`src/rtl/pito_pkg.sv`:
```
// Shared types and constants for the pito interrupt controller.
// The mcause codes, CSR addresses and the controller state type live here.
package pito_pkg;

    // CSR address space (12-bit RISC-V CSR numbers)
    typedef logic [11:0] csr_t;

    localparam csr_t CSR_MSTATUS = 12'h300;
    localparam csr_t CSR_MIE     = 12'h304;
    localparam csr_t CSR_MTVEC   = 12'h305;
    localparam csr_t CSR_MEPC    = 12'h341;
    localparam csr_t CSR_MCAUSE  = 12'h342;
    localparam csr_t CSR_MIP     = 12'h344;

    typedef enum logic [1:0] {
        CSR_WRITE = 2'd0,
        CSR_READ  = 2'd1,
        CSR_SET   = 2'd2,
        CSR_CLEAR = 2'd3
    } csr_op_t;

    // mcause interrupt codes (low bits of mcause, MSB marks an interrupt)
    localparam int unsigned IRQ_MSI = 3;
    localparam int unsigned IRQ_MTI = 7;
    localparam int unsigned IRQ_MEI = 11;
    localparam int unsigned IRQ_MVU = 16;

    // Default code per line, index 3..0
    localparam logic [3:0][4:0] IRQ_CODE_DEFAULT = {
        5'(IRQ_MVU), 5'(IRQ_MEI), 5'(IRQ_MTI), 5'(IRQ_MSI)
    };

    // Depth of the serviced-index stack when nesting is built in
    localparam int unsigned IRQ_STACK_DEPTH = 4;

    typedef enum logic [1:0] {
        StIdle,
        StReq,
        StService
    } irq_state_t;

    // mcause value for an interrupt with the given code
    function automatic logic [31:0] irq_cause(input logic [4:0] code);
        return {1'b1, 26'd0, code};
    endfunction

endpackage

```
`src/rtl/pito_irq_prio_enc.sv`:
```
// Lowest-index-wins priority encoder: reports whether any request is set
// and the index of the lowest set request.
module pito_irq_prio_enc #(
    parameter int unsigned N     = 4,
    parameter int unsigned IDX_W = (N > 1) ? $clog2(N) : 1
) (
    input  logic [N-1:0]     req_i,
    output logic             valid_o,
    output logic [IDX_W-1:0] index_o
);

    // Scan from the top down so the lowest set bit is the last one written
    always_comb begin
        valid_o = |req_i;
        index_o = '0;
        for (int i = int'(N) - 1; i >= 0; i--) begin
            if (req_i[i]) begin
                index_o = IDX_W'(i);
            end
        end
    end

endmodule

```
`src/rtl/pito_irq_ctrl.sv`:
```
// Machine-mode interrupt controller for pito: per-line enables (MIE),
// pending view (MIP), sticky edge capture and a trap request handshake.
// Optional macro PITO_IRQ_NEST_EN allows a higher-priority (lower index)
// line to preempt a handler, tracked on a small stack of serviced indices.
module pito_irq_ctrl
    import pito_pkg::*;
#(
    parameter int unsigned               NUM_IRQ   = 4,
    parameter logic [NUM_IRQ-1:0][4:0]   IRQ_CODE  = IRQ_CODE_DEFAULT,
    parameter logic [NUM_IRQ-1:0]        EDGE_MASK = 4'b1000
) (
    input  logic               pito_io_clk,
    input  logic               pito_io_rst_n,
    input  logic [NUM_IRQ-1:0] irq_i,
    input  logic               mstatus_mie_i,
    input  logic               csr_we_i,
    input  csr_op_t            csr_op_i,
    input  csr_t               csr_addr_i,
    input  logic [31:0]        csr_wdata_i,
    output logic [31:0]        csr_rdata_o,
    output logic               trap_req_o,
    output logic [31:0]        trap_cause_o,
    input  logic               trap_ack_i,
    input  logic               mret_i
);

    localparam int unsigned IDX_W = (NUM_IRQ > 1) ? $clog2(NUM_IRQ) : 1;

    logic [NUM_IRQ-1:0] ie_q, ie_d;
    logic [NUM_IRQ-1:0] pend_edge_q, pend_edge_d;
    logic [NUM_IRQ-1:0] irq_q;
    logic [NUM_IRQ-1:0] pending, active, rise, wr_bits, mip_clr, ack_clr;
    logic               mie_hit, mip_hit;
    irq_state_t         state_q, state_d;
    logic [31:0]        cause_q, cause_d;
    logic [IDX_W-1:0]   idx_q, idx_d;
    logic               enc_valid;
    logic [IDX_W-1:0]   enc_idx;

    // Only the mapped code bits of the operand are ever used
    logic unused_wdata;
    assign unused_wdata = ^csr_wdata_i;

    assign mie_hit = csr_we_i && (csr_addr_i == CSR_MIE);
    assign mip_hit = csr_we_i && (csr_addr_i == CSR_MIP);

    assign rise    = irq_i & ~irq_q & EDGE_MASK;
    assign pending = (irq_i & ~EDGE_MASK) | (pend_edge_q & EDGE_MASK);
    assign active  = pending & ie_q;

    // Gather the operand bit that belongs to each line
    always_comb begin
        wr_bits = '0;
        for (int k = 0; k < int'(NUM_IRQ); k++) begin
            wr_bits[k] = csr_wdata_i[IRQ_CODE[k]];
        end
    end

    // Enable register update from CSR_MIE accesses
    always_comb begin
        ie_d = ie_q;
        if (mie_hit) begin
            case (csr_op_i)
                CSR_WRITE: ie_d = wr_bits;
                CSR_SET:   ie_d = ie_q | wr_bits;
                CSR_CLEAR: ie_d = ie_q & ~wr_bits;
                default:   ie_d = ie_q;
            endcase
        end
    end

    // Edge pending clears: software via MIP, hardware on trap acceptance
    always_comb begin
        mip_clr = '0;
        ack_clr = '0;
        if (mip_hit) begin
            if (csr_op_i == CSR_WRITE) begin
                mip_clr = EDGE_MASK & ~wr_bits;
            end else if (csr_op_i == CSR_CLEAR) begin
                mip_clr = EDGE_MASK & wr_bits;
            end
        end
        if ((state_q == StReq) && trap_ack_i) begin
            ack_clr[idx_q] = EDGE_MASK[idx_q];
        end
        // A new rising edge wins over any clear in the same cycle
        pend_edge_d = (pend_edge_q & ~(mip_clr | ack_clr)) | rise;
    end

    // CSR read mux, driven from current register state
    always_comb begin
        csr_rdata_o = '0;
        if (csr_we_i) begin
            for (int k = 0; k < int'(NUM_IRQ); k++) begin
                if (csr_addr_i == CSR_MIE) begin
                    csr_rdata_o[IRQ_CODE[k]] = ie_q[k];
                end else if (csr_addr_i == CSR_MIP) begin
                    csr_rdata_o[IRQ_CODE[k]] = pending[k];
                end
            end
        end
    end

    pito_irq_prio_enc #(
        .N     (NUM_IRQ),
        .IDX_W (IDX_W)
    ) u_prio_enc (
        .req_i   (active),
        .valid_o (enc_valid),
        .index_o (enc_idx)
    );

`ifdef PITO_IRQ_NEST_EN
    logic [IRQ_STACK_DEPTH-1:0][IDX_W-1:0] stack_q;
    logic [2:0]                            sp_q;
    logic [1:0]                            top_ptr;
    logic [IDX_W-1:0]                      top_idx;

    assign top_ptr = sp_q[1:0] - 2'd1;
    assign top_idx = stack_q[top_ptr];

    // Stack of serviced indices: push on acceptance, pop on return
    always_ff @(posedge pito_io_clk or negedge pito_io_rst_n) begin
        if (!pito_io_rst_n) begin
            stack_q <= '0;
            sp_q    <= '0;
        end else if ((state_q == StReq) && trap_ack_i &&
                     (sp_q < 3'(IRQ_STACK_DEPTH))) begin
            stack_q[sp_q[1:0]] <= idx_q;
            sp_q               <= sp_q + 3'd1;
        end else if ((state_q == StService) && mret_i && (sp_q != 3'd0)) begin
            sp_q <= sp_q - 3'd1;
        end
    end
`endif

    // Trap FSM next state; cause and index latch when a request is raised
    always_comb begin
        state_d = state_q;
        cause_d = cause_q;
        idx_d   = idx_q;
        case (state_q)
            StIdle: begin
                if (mstatus_mie_i && enc_valid) begin
                    state_d = StReq;
                    cause_d = irq_cause(IRQ_CODE[enc_idx]);
                    idx_d   = enc_idx;
                end
            end
            StReq: begin
                if (trap_ack_i) begin
                    state_d = StService;
                end
            end
            StService: begin
`ifdef PITO_IRQ_NEST_EN
                if (mret_i) begin
                    if (sp_q <= 3'd1) begin
                        state_d = StIdle;
                    end
                end else if (mstatus_mie_i && enc_valid && (enc_idx < top_idx) &&
                             (sp_q < 3'(IRQ_STACK_DEPTH))) begin
                    state_d = StReq;
                    cause_d = irq_cause(IRQ_CODE[enc_idx]);
                    idx_d   = enc_idx;
                end
`else
                if (mret_i) begin
                    state_d = StIdle;
                end
`endif
            end
            default: state_d = StIdle;
        endcase
    end

    // State, enable, pending and sampled-line registers
    always_ff @(posedge pito_io_clk or negedge pito_io_rst_n) begin
        if (!pito_io_rst_n) begin
            state_q     <= StIdle;
            cause_q     <= '0;
            idx_q       <= '0;
            ie_q        <= '0;
            pend_edge_q <= '0;
            irq_q       <= '0;
        end else begin
            state_q     <= state_d;
            cause_q     <= cause_d;
            idx_q       <= idx_d;
            ie_q        <= ie_d;
            pend_edge_q <= pend_edge_d;
            irq_q       <= irq_i;
        end
    end

    assign trap_req_o   = (state_q == StReq);
    assign trap_cause_o = cause_q;

endmodule

```
`config.mk`:
```
export PLATFORM = sky130hd
export DESIGN_NAME = pito_irq_ctrl
export DESIGN_NICKNAME = d
export VERILOG_FILES = /design/src/rtl/pito_pkg.sv /design/src/rtl/pito_irq_prio_enc.sv /design/src/rtl/pito_irq_ctrl.sv
export SDC_FILE = /design/constraint.sdc
export NUM_CORES = 1
export LEC_CHECK = 0
export CAP_MARGIN = 20
export CORE_MARGIN = 5
export CORE_UTILIZATION = 27
export DETAILED_ROUTE_END_ITERATION = 8
export GPL_ROUTABILITY_DRIVEN = 0
export PLACE_DENSITY = 0.77
export SYNTH_ARGS = -nofsm -noshare
export SYNTH_HDL_FRONTEND = slang
export SYNTH_HIERARCHICAL = 1
export SYNTH_SLANG_ARGS = --single-unit
export TNS_END_PERCENT = 5
```
`constraint.sdc`:
```
create_clock -name pito_io_clk -period 1.9 [get_ports pito_io_clk]
set_clock_uncertainty 0.1 [all_clocks]
set_input_delay 0.285 -clock pito_io_clk [delete_from_list [all_inputs] [get_ports pito_io_clk]]
set_output_delay 0.285 -clock pito_io_clk [all_outputs]
set_load 0.01 [all_outputs]
```
Word-level counts from Yosys, hierarchy flattened:

Index checks and enable logic that the tools add are counted.
Widths: inputs -> output; s select.

* bits in registers: 22
* input bits: 56
* word-level logic and storage cells: 73
* output and inout port bits: 65

* equal/unequal tests: 9
* muxes and demuxes: 31
* bitwise logic cells: 12
* reductions and logical operators: 12
* magnitude comparators: 3

Operators with widths (count)
* $eq 12x10->1 const B: 2
* $and 4x4->4: 5
* $mux 4: 4
* $mux 1: 14
* $mux 2: 7
* $not 4->4: 3
* $or 4x4->4: 3
* $pmux 4 s3: 1
* $bmux 5 s2: 1
* $eq 2x2->1 const B: 3
* $lt 2x3->1 const B: 2
* $pmux 2 s3: 1
* $logic_and 1x1->1: 5
* $mux 5: 1
* $logic_not 2->1: 2
* $ne 2x2->1 const B: 2
* $or 3x4->4: 1
* $reduce_and 2->1: 2
* $reduce_or 4->1: 1
* $reduce_and 3->1: 1
* $reduce_bool 3->1: 1
* $bmux 1 s2: 1
* $demux 1 s2: 1
* $eq 2x1->1 const B: 1
* 2 further kinds: 2

Logic depth before layout (Yosys ltp):

Gate-level depths: netlist of run 1.

* depth after elaboration: 10
* gate-level depth with buffers: 7
* gate-level depth less buffers: 6

Modules after synthesis:

Netlist of run 1, hierarchy kept.

Modules (own cells, without submodules)
* pito_irq_ctrl: cells an instance 131, area an instance 1208.7 µm², seq. area each 375.4 µm², instances 1
* pito_irq_prio_enc: cells an instance 7, area an instance 35.0 µm², seq. area each 0.0 µm², instances 1

Least setup slack after synthesis of run 1:

Ideal clock, no wire load.

* kind: input to register
* start: input port csr_addr_i[1]
* end: register ie_q[0]
* data arrival time: 1734 ps
* path buffers: 1
* required time: 1671 ps
* cell stages on the path: 5
* setup time: 129 ps
* setup slack: -63 ps
* path through: or4b_4 or4b_4 buf_6 o31ai_1 o21ai_1

* longest elaborated chain between the ends: 3

RTL lines
* start, declared: RTL line pito_irq_ctrl.sv:18 `input csr_t csr_addr_i,`
* $eq 12x10->1: RTL line pito_irq_ctrl.sv:44 `assign mie_hit = csr_we_i && (csr_addr_i == CSR_MIE);`
* $logic_and 1x1->1: RTL line pito_irq_ctrl.sv:44
* $reduce_and 2->1 (no line)
* end signal, assigned: RTL line pito_irq_ctrl.sv:190 `ie_q <= ie_d;`
* end, declared: RTL line pito_irq_ctrl.sv:29 `logic [NUM_IRQ-1:0] ie_q, ie_d;`

Every way passes these cells.
A chain may end at the register's enable or synchronous reset.

Worst setup path in the final report of run 1:

* start: input port csr_addr_i[3]
* end: output port csr_rdata_o[7]

* longest elaborated chain between the ends: 4
* elaborated cells between the ends (all ways): 5
* classes of those cells: 2 x eq/ne; 3 x mux

RTL lines
* $eq 12x10->1: RTL line pito_irq_ctrl.sv:97 `end else if (csr_addr_i == CSR_MIP) begin`
* $mux 1: RTL line pito_irq_ctrl.sv:97
* $mux 1 *: RTL line pito_irq_ctrl.sv:95 `if (csr_addr_i == CSR_MIE) begin`
* $mux 1 *: RTL line pito_irq_ctrl.sv:93 `if (csr_we_i) begin`
* end, declared: RTL line pito_irq_ctrl.sv:20 `output logic [31:0] csr_rdata_o,`

Mark *: on every way between the ends. The rest lies on a longest branch, timed or not.

==> results of run 1 <==
==> through the flow <==
step / instances / instance area (µm²)
finish: 235 / 1560
global route: 235 / 1560
CTS: 235 / 1540
detailed placement: 231 / 1510
global placement: 231 / 1510
floorplan: 191 / 1440
==> flip-flops by register name (all words and copies together) (netlist names) <==
| name | flops |
|---|---|
| trap_cause_o | 5 |
| ie_q | 4 |
| idx_q | 2 |
| state_q | 2 |
| irq_q | 1 |
| pend_edge_q | 1 |
==> metal layers <==
layer	vias up	global-route usage [%]	routed length [µm]
met2	54	14.3	1240
met3	2	3.70	299
met1	399	7.85	887
li1	446	-	-
met5	-	0	0
met4	0	1.55	13
==> cell families after synthesis <==
kind of cell	after synthesis	share of synthesized area, %
buffers and inverters	60	35.3
AOI/OAI and AO/OA	20	11.1
DFF	15	30.2
and+or+nand+nor	39	20.4
muxes	3	2.72
other	1	0.302
==> power groups by stage <==
stage | Sequential (mW) | Combinational [mW] | Clock [mW]
2_1_floorplan | 0.334 | 0.150 | 0
3_3_place_gp | 0.333 | 0.149 | 0
3_5_place_dp | 0.333 | 0.150 | 0
4_1_cts | 0.327 | 0.148 | 0.267
5_1_grt | 0.327 | 0.166 | 0.285
6_report | 0.327 | 0.151 | 0.254
==> worst register-to-register path, delay by kind of cell (launching register included) <==
family / cells / cell delay (ps)
mux: 1 / 370
flops: 1 / 390
simple gates: 4 / 610
==> repair_timing <==
| item | in CTS | in global routing |
|---|---|---|
| endpoints found under the setup margin | 9 | 4 |
| gates resized for setup | 41 | 7 |
| pin swaps | 6 | 5 |
| hold buffers | 0 | 0 |
==> layout make-up <==
class,count,area (µm²),area share [%]
inverter,3,11.3,0.722
sequential,15,375,24.1
multi-input combinational,116,663,42.5
clock buffer,4,45.0,2.89
tap,52,65.1,4.17
timing repair buffer,45,399,25.6
==> cells in the final DEF, fill, tap and decap left out, drive strengths merged, types with 2 or more instances in the layout <==
cell            n
mux2            3
nor2b           5
conb           54
or4b            2
buf            15
dfrtp          15
nor4b           2
a22o            5
clkbuf          6
clkdlybuf4s15   2
nand2           5
clkdlybuf4s50  24
inv             3
o21ai           9
and2            4
dlygate4sd2     2
nor3            2
nor2            4
nand2b          9
o31ai           4
==> final timing paths <==
check	startpoint	end	slack, ps	cells after the start
worst max-delay path	csr_addr_i[3]	csr_rdata_o[7]	-110	6
worst min-delay path	pito_io_rst_n	state_q[1]	250	2
worst max register to register	pend_edge_q[3]	idx_q[0]	330	5
worst min register to register	trap_cause_o[31]	trap_cause_o[31]	360	1
max in group asynchronous	pito_io_rst_n	irq_q[3]	1280	2
min in group pito_io_clk	trap_cause_o[31]	trap_cause_o[31]	360	1
==> impl_results.rst, run 1 <==
.. list-table::
   :header-rows: 1

   * - Metric
     - Value
   * - Maxcap violations
     - 0
   * - Filler Cell Count
     - between 400 and 500
   * - Num rows
     - 24
   * - Final antenna-violating net count
     - 0
   * - Critical Path Start Type
     - input pin
   * - Cell with the most instances after synthesis
     - sky130_fd_sc_hd__buf_4
   * - Port Buf Inserts
     - 38
   * - Switching share of power
     - a little over a quarter
   * - Leading area contributor after synthesis
     - sky130_fd_sc_hd__buf_4
   * - Post-Synthesis Cells
     - 138
   * - EDFF count, synth
     - 0
   * - Share of final-layout standard cells stronger than drive strength 1
     - 16.4%
   * - Largest cells by area after synthesis
     - sky130_fd_sc_hd__buf_4 33%, sky130_fd_sc_hd__dfrtp_1 30%, sky130_fd_sc_hd__nand2b_1 4.5%, sky130_fd_sc_hd__a22o_1 3.5%, sky130_fd_sc_hd__mux2_2 2.7%
   * - YS warnings
     - 6
   * - Clk sink count
     - 15
   * - Final critical-path setup slack
     - -112 ps
   * - Final cycle utilization of the critical path
     - 106%
   * - Final number of hold-violating endpoints
     - 0
   * - Drt initial violations
     - 14
   * - Required time at the worst-slack endpoint
     - 1510 ps
   * - Post-synthesis sequential area ratio
     - between 30% and 40%
   * - Crit path buffers/inverters
     - 3
   * - Time the final worst path needs with I/O delays and setup
     - slightly above 2000 ps
   * - Violated checks
     - setup timing
   * - Reported net switching power
     - between 0.15 and 0.2 mW
   * - Number of setup buffers added after CTS
     - 0
   * - Cell Area, Synth
     - between 0.001 and 0.0015 mm²
   * - Proportion of power drawn by the clock network
     - between 30% and 40%
   * - Result of the run
     - finished, violations left
   * - Top cells by instance count after synthesis
     - 55 x sky130_fd_sc_hd__buf_4, 15 x sky130_fd_sc_hd__dfrtp_1, 9 x sky130_fd_sc_hd__nand2b_1
   * - Share of total power in combinational logic
     - a little over 20%
   * - Initial antenna violation count
     - 0
   * - Final-report setup violation count
     - 4
   * - Relative contribution of sequential cells to total power
     - roughly 45%
   * - Nets@finish
     - 240
   * - Die Span X
     - approximately 78 µm
   * - Via density per instance
     - around 3.8
   * - CP most frequent cell
     - sky130_fd_sc_hd__buf_6
   * - Maximum net fanout on the critical path
     - 4
   * - Critical setup path kind
     - in -> out
   * - Global-route total usage across every layer
     - 7.73%
   * - Critical Path Sink Type
     - output pin
   * - Critical-path cell list
     - buf_6, or4b_4, nor4b_2, buf_4, a22o_1, buf_6
   * - Vias in the first global route
     - 866
   * - RSZ-0062 raised after global routing
     - yes
   * - Distinct cell type count of the synthesized netlist
     - 27
   * - Initial core utilization
     - ~28%
   * - Clock transition time at the flip-flop clock pins of the worst setup and hold paths
     - about 60 ps
   * - Internal Dissipation
     - roughly 0.54 mW
   * - Hold slack final
     - ~250 ps
   * - Share of async-settable or async-resettable flops after synthesis
     - 100%
   * - CTS tree
     - built
   * - Power consumption
     - ~0.73 mW
   * - Clk Tree Root Cell
     - sky130_fd_sc_hd__clkbuf_8
   * - Syn-to-layout area delta
     - 25.4%
   * - Utilization of the core after routing
     - a little over a third
   * - Final routed wirelength across all metal layers
     - 2440 µm
   * - Mean instance size in the synthesized netlist
     - ~9.0 µm²
   * - Largest net degree at the start of global routing
     - 16
   * - Clock H-tree levels
     - 1
   * - Dominant synthesized flop cell
     - sky130_fd_sc_hd__dfrtp_1
   * - Worst IR Drop VDD
     - between 0.00015 and 0.0002 V
   * - Maximum operating frequency
     - between 400 and 500 MHz
   * - CTS Buffer Depth
     - 2
   * - Via count
     - around 900
   * - Total I/O pin count
     - 121
   * - Count of state elements after synthesis
     - 15
   * - Max stage delay on crit path
     - between 500 and 600 ps
   * - Chip height
     - between 70 and 80 µm
   * - Pre-antenna DRT Iters
     - 4
   * - DRC violation count after routing
     - 0
   * - Slowest CP cell
     - sky130_fd_sc_hd__or4b_4
   * - Dpl ws
     - -844 ps
   * - Worst hold path class
     - in -> async
   * - Die outline area
     - between 0.006 and 0.007 mm²
   * - Cell family contributing the most delay on the critical path
     - simple AND/OR/NAND/NOR gates
   * - Core footprint
     - roughly 0.0044 mm²
   * - Wire length of the first global-routing pass
     - 3870 µm
   * - Antenna cells
     - 0
   * - Clock latency on the worst-skew pair
     - between 200 and 300 ps
   * - Leakage power figure
     - approximately 0.75 nW
   * - Power per cell area
     - ~470 mW/mm²
   * - Final HPWL from detailed placement
     - 2150 µm
   * - Per-cell routed wire length
     - ~10 µm
   * - Max-slew violation count
     - 0
   * - Setup TNS
     - -427 ps
   * - Data arrival, critical path
     - 1630 ps
   * - Remaining global-route overflow
     - 0
   * - Synth top area share
     - 33.2%
   * - Clock buffer count from CTS
     - 3
(Power assumes the default switching activity.)
==> run 2: changes to the inputs <==
==> constraint.sdc (replaced) <==
create_clock -name pito_io_clk -period 1.9 [get_ports pito_io_clk]
set_clock_uncertainty 0.1 [all_clocks]
set_input_delay 0.38 -clock pito_io_clk [delete_from_list [all_inputs] [get_ports pito_io_clk]]
set_output_delay 0.38 -clock pito_io_clk [all_outputs]
set_load 0.01 [all_outputs]
==> run 2 against run 1 <==
Against the previous run:
- the run still ends with setup timing left
- combinational power hardly changed
- hold slack better by 100 ps
- clock-buffer cell count stayed put
- via count is 2.2% higher
- global-route usage is 0.068 points lower
- setup slack worse by 200 ps
- fmax is 9.2% lower
- largest cell class unchanged
==> impl_results.rst, run 2 (synthesized netlist as in run 1, its figures left out) <==
.. list-table::
   :header-rows: 1

   * - Metric
     - Value
   * - CTS tree
     - built
   * - Critical Path Start Type
     - input pin
   * - Clk Tree Root Cell
     - sky130_fd_sc_hd__clkbuf_8
   * - Die outline area
     - about 0.006 mm²
   * - Global-route total usage across every layer
     - under 10%
   * - Maximum operating frequency
     - ~450 MHz
   * - Power per cell area
     - between 400 and 500 mW/mm²
   * - Routed wl met3
     - about 240 µm
   * - Final number of hold-violating endpoints
     - 0
   * - Largest net degree at the start of global routing
     - 16
   * - CTS Buffer Depth
     - 2
   * - Max-slew violation count
     - 0
   * - Clock transition time at the flip-flop clock pins of the worst setup and hold paths
     - roughly 60 ps
   * - Wire length of the first global-routing pass
     - 3740 µm
   * - Via density per instance
     - 3.90
   * - Leakage power figure
     - 0.796 nW
   * - Data arrival, critical path
     - ~1700 ps
   * - Top library cells by usage in the layout, fill and taps aside
     - 54 x sky130_fd_sc_hd__conb_1, 21 x sky130_fd_sc_hd__clkdlybuf4s50_1, 15 x sky130_fd_sc_hd__dfrtp_1
   * - Via count
     - just over 900
   * - Final HPWL from detailed placement
     - ~2200 µm
   * - Worst hold path class
     - in -> async
   * - Max stage delay on crit path
     - roughly 570 ps
   * - RSZ-0062 raised after global routing
     - yes
   * - Clock latency on the worst-skew pair
     - roughly 240 ps
   * - Chip height
     - a little under 80 µm
   * - Hold slack final
     - roughly 350 ps
   * - Final cycle utilization of the critical path
     - 117%
   * - Violated checks
     - setup timing
   * - Critical Path Sink Type
     - output pin
   * - Maxcap violations
     - 0
   * - Critical-path cell list
     - buf_6, or4b_4, nor4_4, buf_4, a22o_1, buf_2
   * - Share of final-layout standard cells stronger than drive strength 1
     - 19.6%
   * - Crit path buffers/inverters
     - 3
   * - Dpl ws
     - -1010 ps
   * - Time the final worst path needs with I/O delays and setup
     - around 2200 ps
   * - Initial core utilization
     - between 20% and 30%
   * - Max layer used
     - met4
   * - Die Span X
     - between 70 and 80 µm
   * - Antenna cells
     - 0
   * - Required time at the worst-slack endpoint
     - 1420 ps
   * - Clock buffer count from CTS
     - 3
   * - Syn-to-layout area delta
     - 27.6%
   * - Max FFs per register
     - 5
   * - Final routed wirelength across all metal layers
     - about 2600 µm
   * - Slowest CP cell
     - sky130_fd_sc_hd__or4b_4
   * - Final antenna-violating net count
     - 0
   * - Total I/O pin count
     - roughly 120
   * - Total met2 wirelength after detailed routing
     - 1480 µm
   * - Final critical-path setup slack
     - -316 ps
   * - DRC violation count after routing
     - 0
   * - Critical setup path kind
     - in -> out
   * - Maximum net fanout on the critical path
     - 5
   * - Result of the run
     - finished, violations left
   * - Filler Cell Count
     - approximately 480
   * - Remaining global-route overflow
     - 0
   * - Clock H-tree levels
     - 1
   * - Pre-antenna DRT Iters
     - 4
   * - Clk sink count
     - 15
   * - Vias in the first global route
     - roughly 840
   * - Initial antenna violation count
     - 0
   * - Most frequent standard cell in the layout excluding fill and tap cells
     - sky130_fd_sc_hd__conb_1
   * - Worst IR Drop VDD
     - between 0.0002 and 0.0003 V
   * - Port Buf Inserts
     - 38
   * - Per-cell routed wire length
     - around 11 µm
   * - Nets@finish
     - around 240
   * - Drt initial violations
     - 13
   * - Final-report setup violation count
     - 4
   * - Post-Route M1 WL
     - just under 900 µm
   * - Cell family contributing the most delay on the critical path
     - simple AND/OR/NAND/NOR gates
   * - Core footprint
     - ~0.0044 mm²
   * - Num rows
     - 24
==> run 2: cell count changes in the layout (fill, tap and decap cells not counted), sizes merged <==
cell,delta
dlymetal6s2s,+3
clkdlybuf4s50,-3
buf,+1
clkbuf,+1
clkdlybuf4s15,-1
==> run 2: stage by stage <==
stage	instances	TNS [ps]	util (%)	total power, mW	instance area [µm²]
6_report	236	-1240	35.9	0.734	1590
5_1_grt	236	-1430	35.9	0.771	1590
4_1_cts	236	-1280	35.1	0.734	1550
3_5_place_dp	232	-6700	34.6	0.483	1530
3_3_place_gp	232	-6410	34.6	0.481	1530
2_1_floorplan	191	-933	-	0.485	1450
==> run 2: timing repair <==
item	CTS	global route
resized for setup	40	14
setup endpoints to repair	10	8
pin swaps	7	5
setup buffers	0	0
hold buffers	0	0
==> run 2: per-layer routing <==
layer / global-route usage, % / vias up
li1: - / 446
met1: 7.94 / 428
met2: 13.9 / 43
met3: 2.66 / 4
met4: 3.09 / 0
met5: 0 / -
==> run 2: path summary, 6_finish.rpt <==
| check | from | endpoint | slack (ps) | cells after the start |
|---|---|---|---|---|
| max in group asynchronous | pito_io_rst_n | pend_edge_q[3] | 1180 | 2 |
| min in group pito_io_clk | trap_cause_o[31] | trap_cause_o[31] | 360 | 1 |
| max | csr_addr_i[3] | csr_rdata_o[3] | -320 | 6 |
| min | pito_io_rst_n | trap_cause_o[3] | 350 | 2 |
| min reg2reg | trap_cause_o[31] | trap_cause_o[31] | 360 | 1 |
| max reg2reg | ie_q[0] | trap_cause_o[1] | 350 | 4 |
==> run 2: final cells by class <==
cell class              instances  area (µm²)  area share, %
well taps                      52        65.1           4.10
flip-flops and latches         15         375           23.7
multi-input cells             116         693           43.7
inverters                       3        11.3          0.710
repair buffers                 46         397           25.0
clock buffers                   4        45.0           2.84
==> run 2: report_power, final <==
| part | total (mW) | switching [mW] | leakage (nW) | internal, mW |
|---|---|---|---|---|
| clock network | 0.253 | 0.105 | 0.0228 | 0.148 |
| logic | 0.154 | 0.0891 | 0.572 | 0.0651 |
| registers | 0.327 | 0.00241 | 0.202 | 0.324 |
| total | 0.734 | 0.196 | 0.796 | 0.538 |
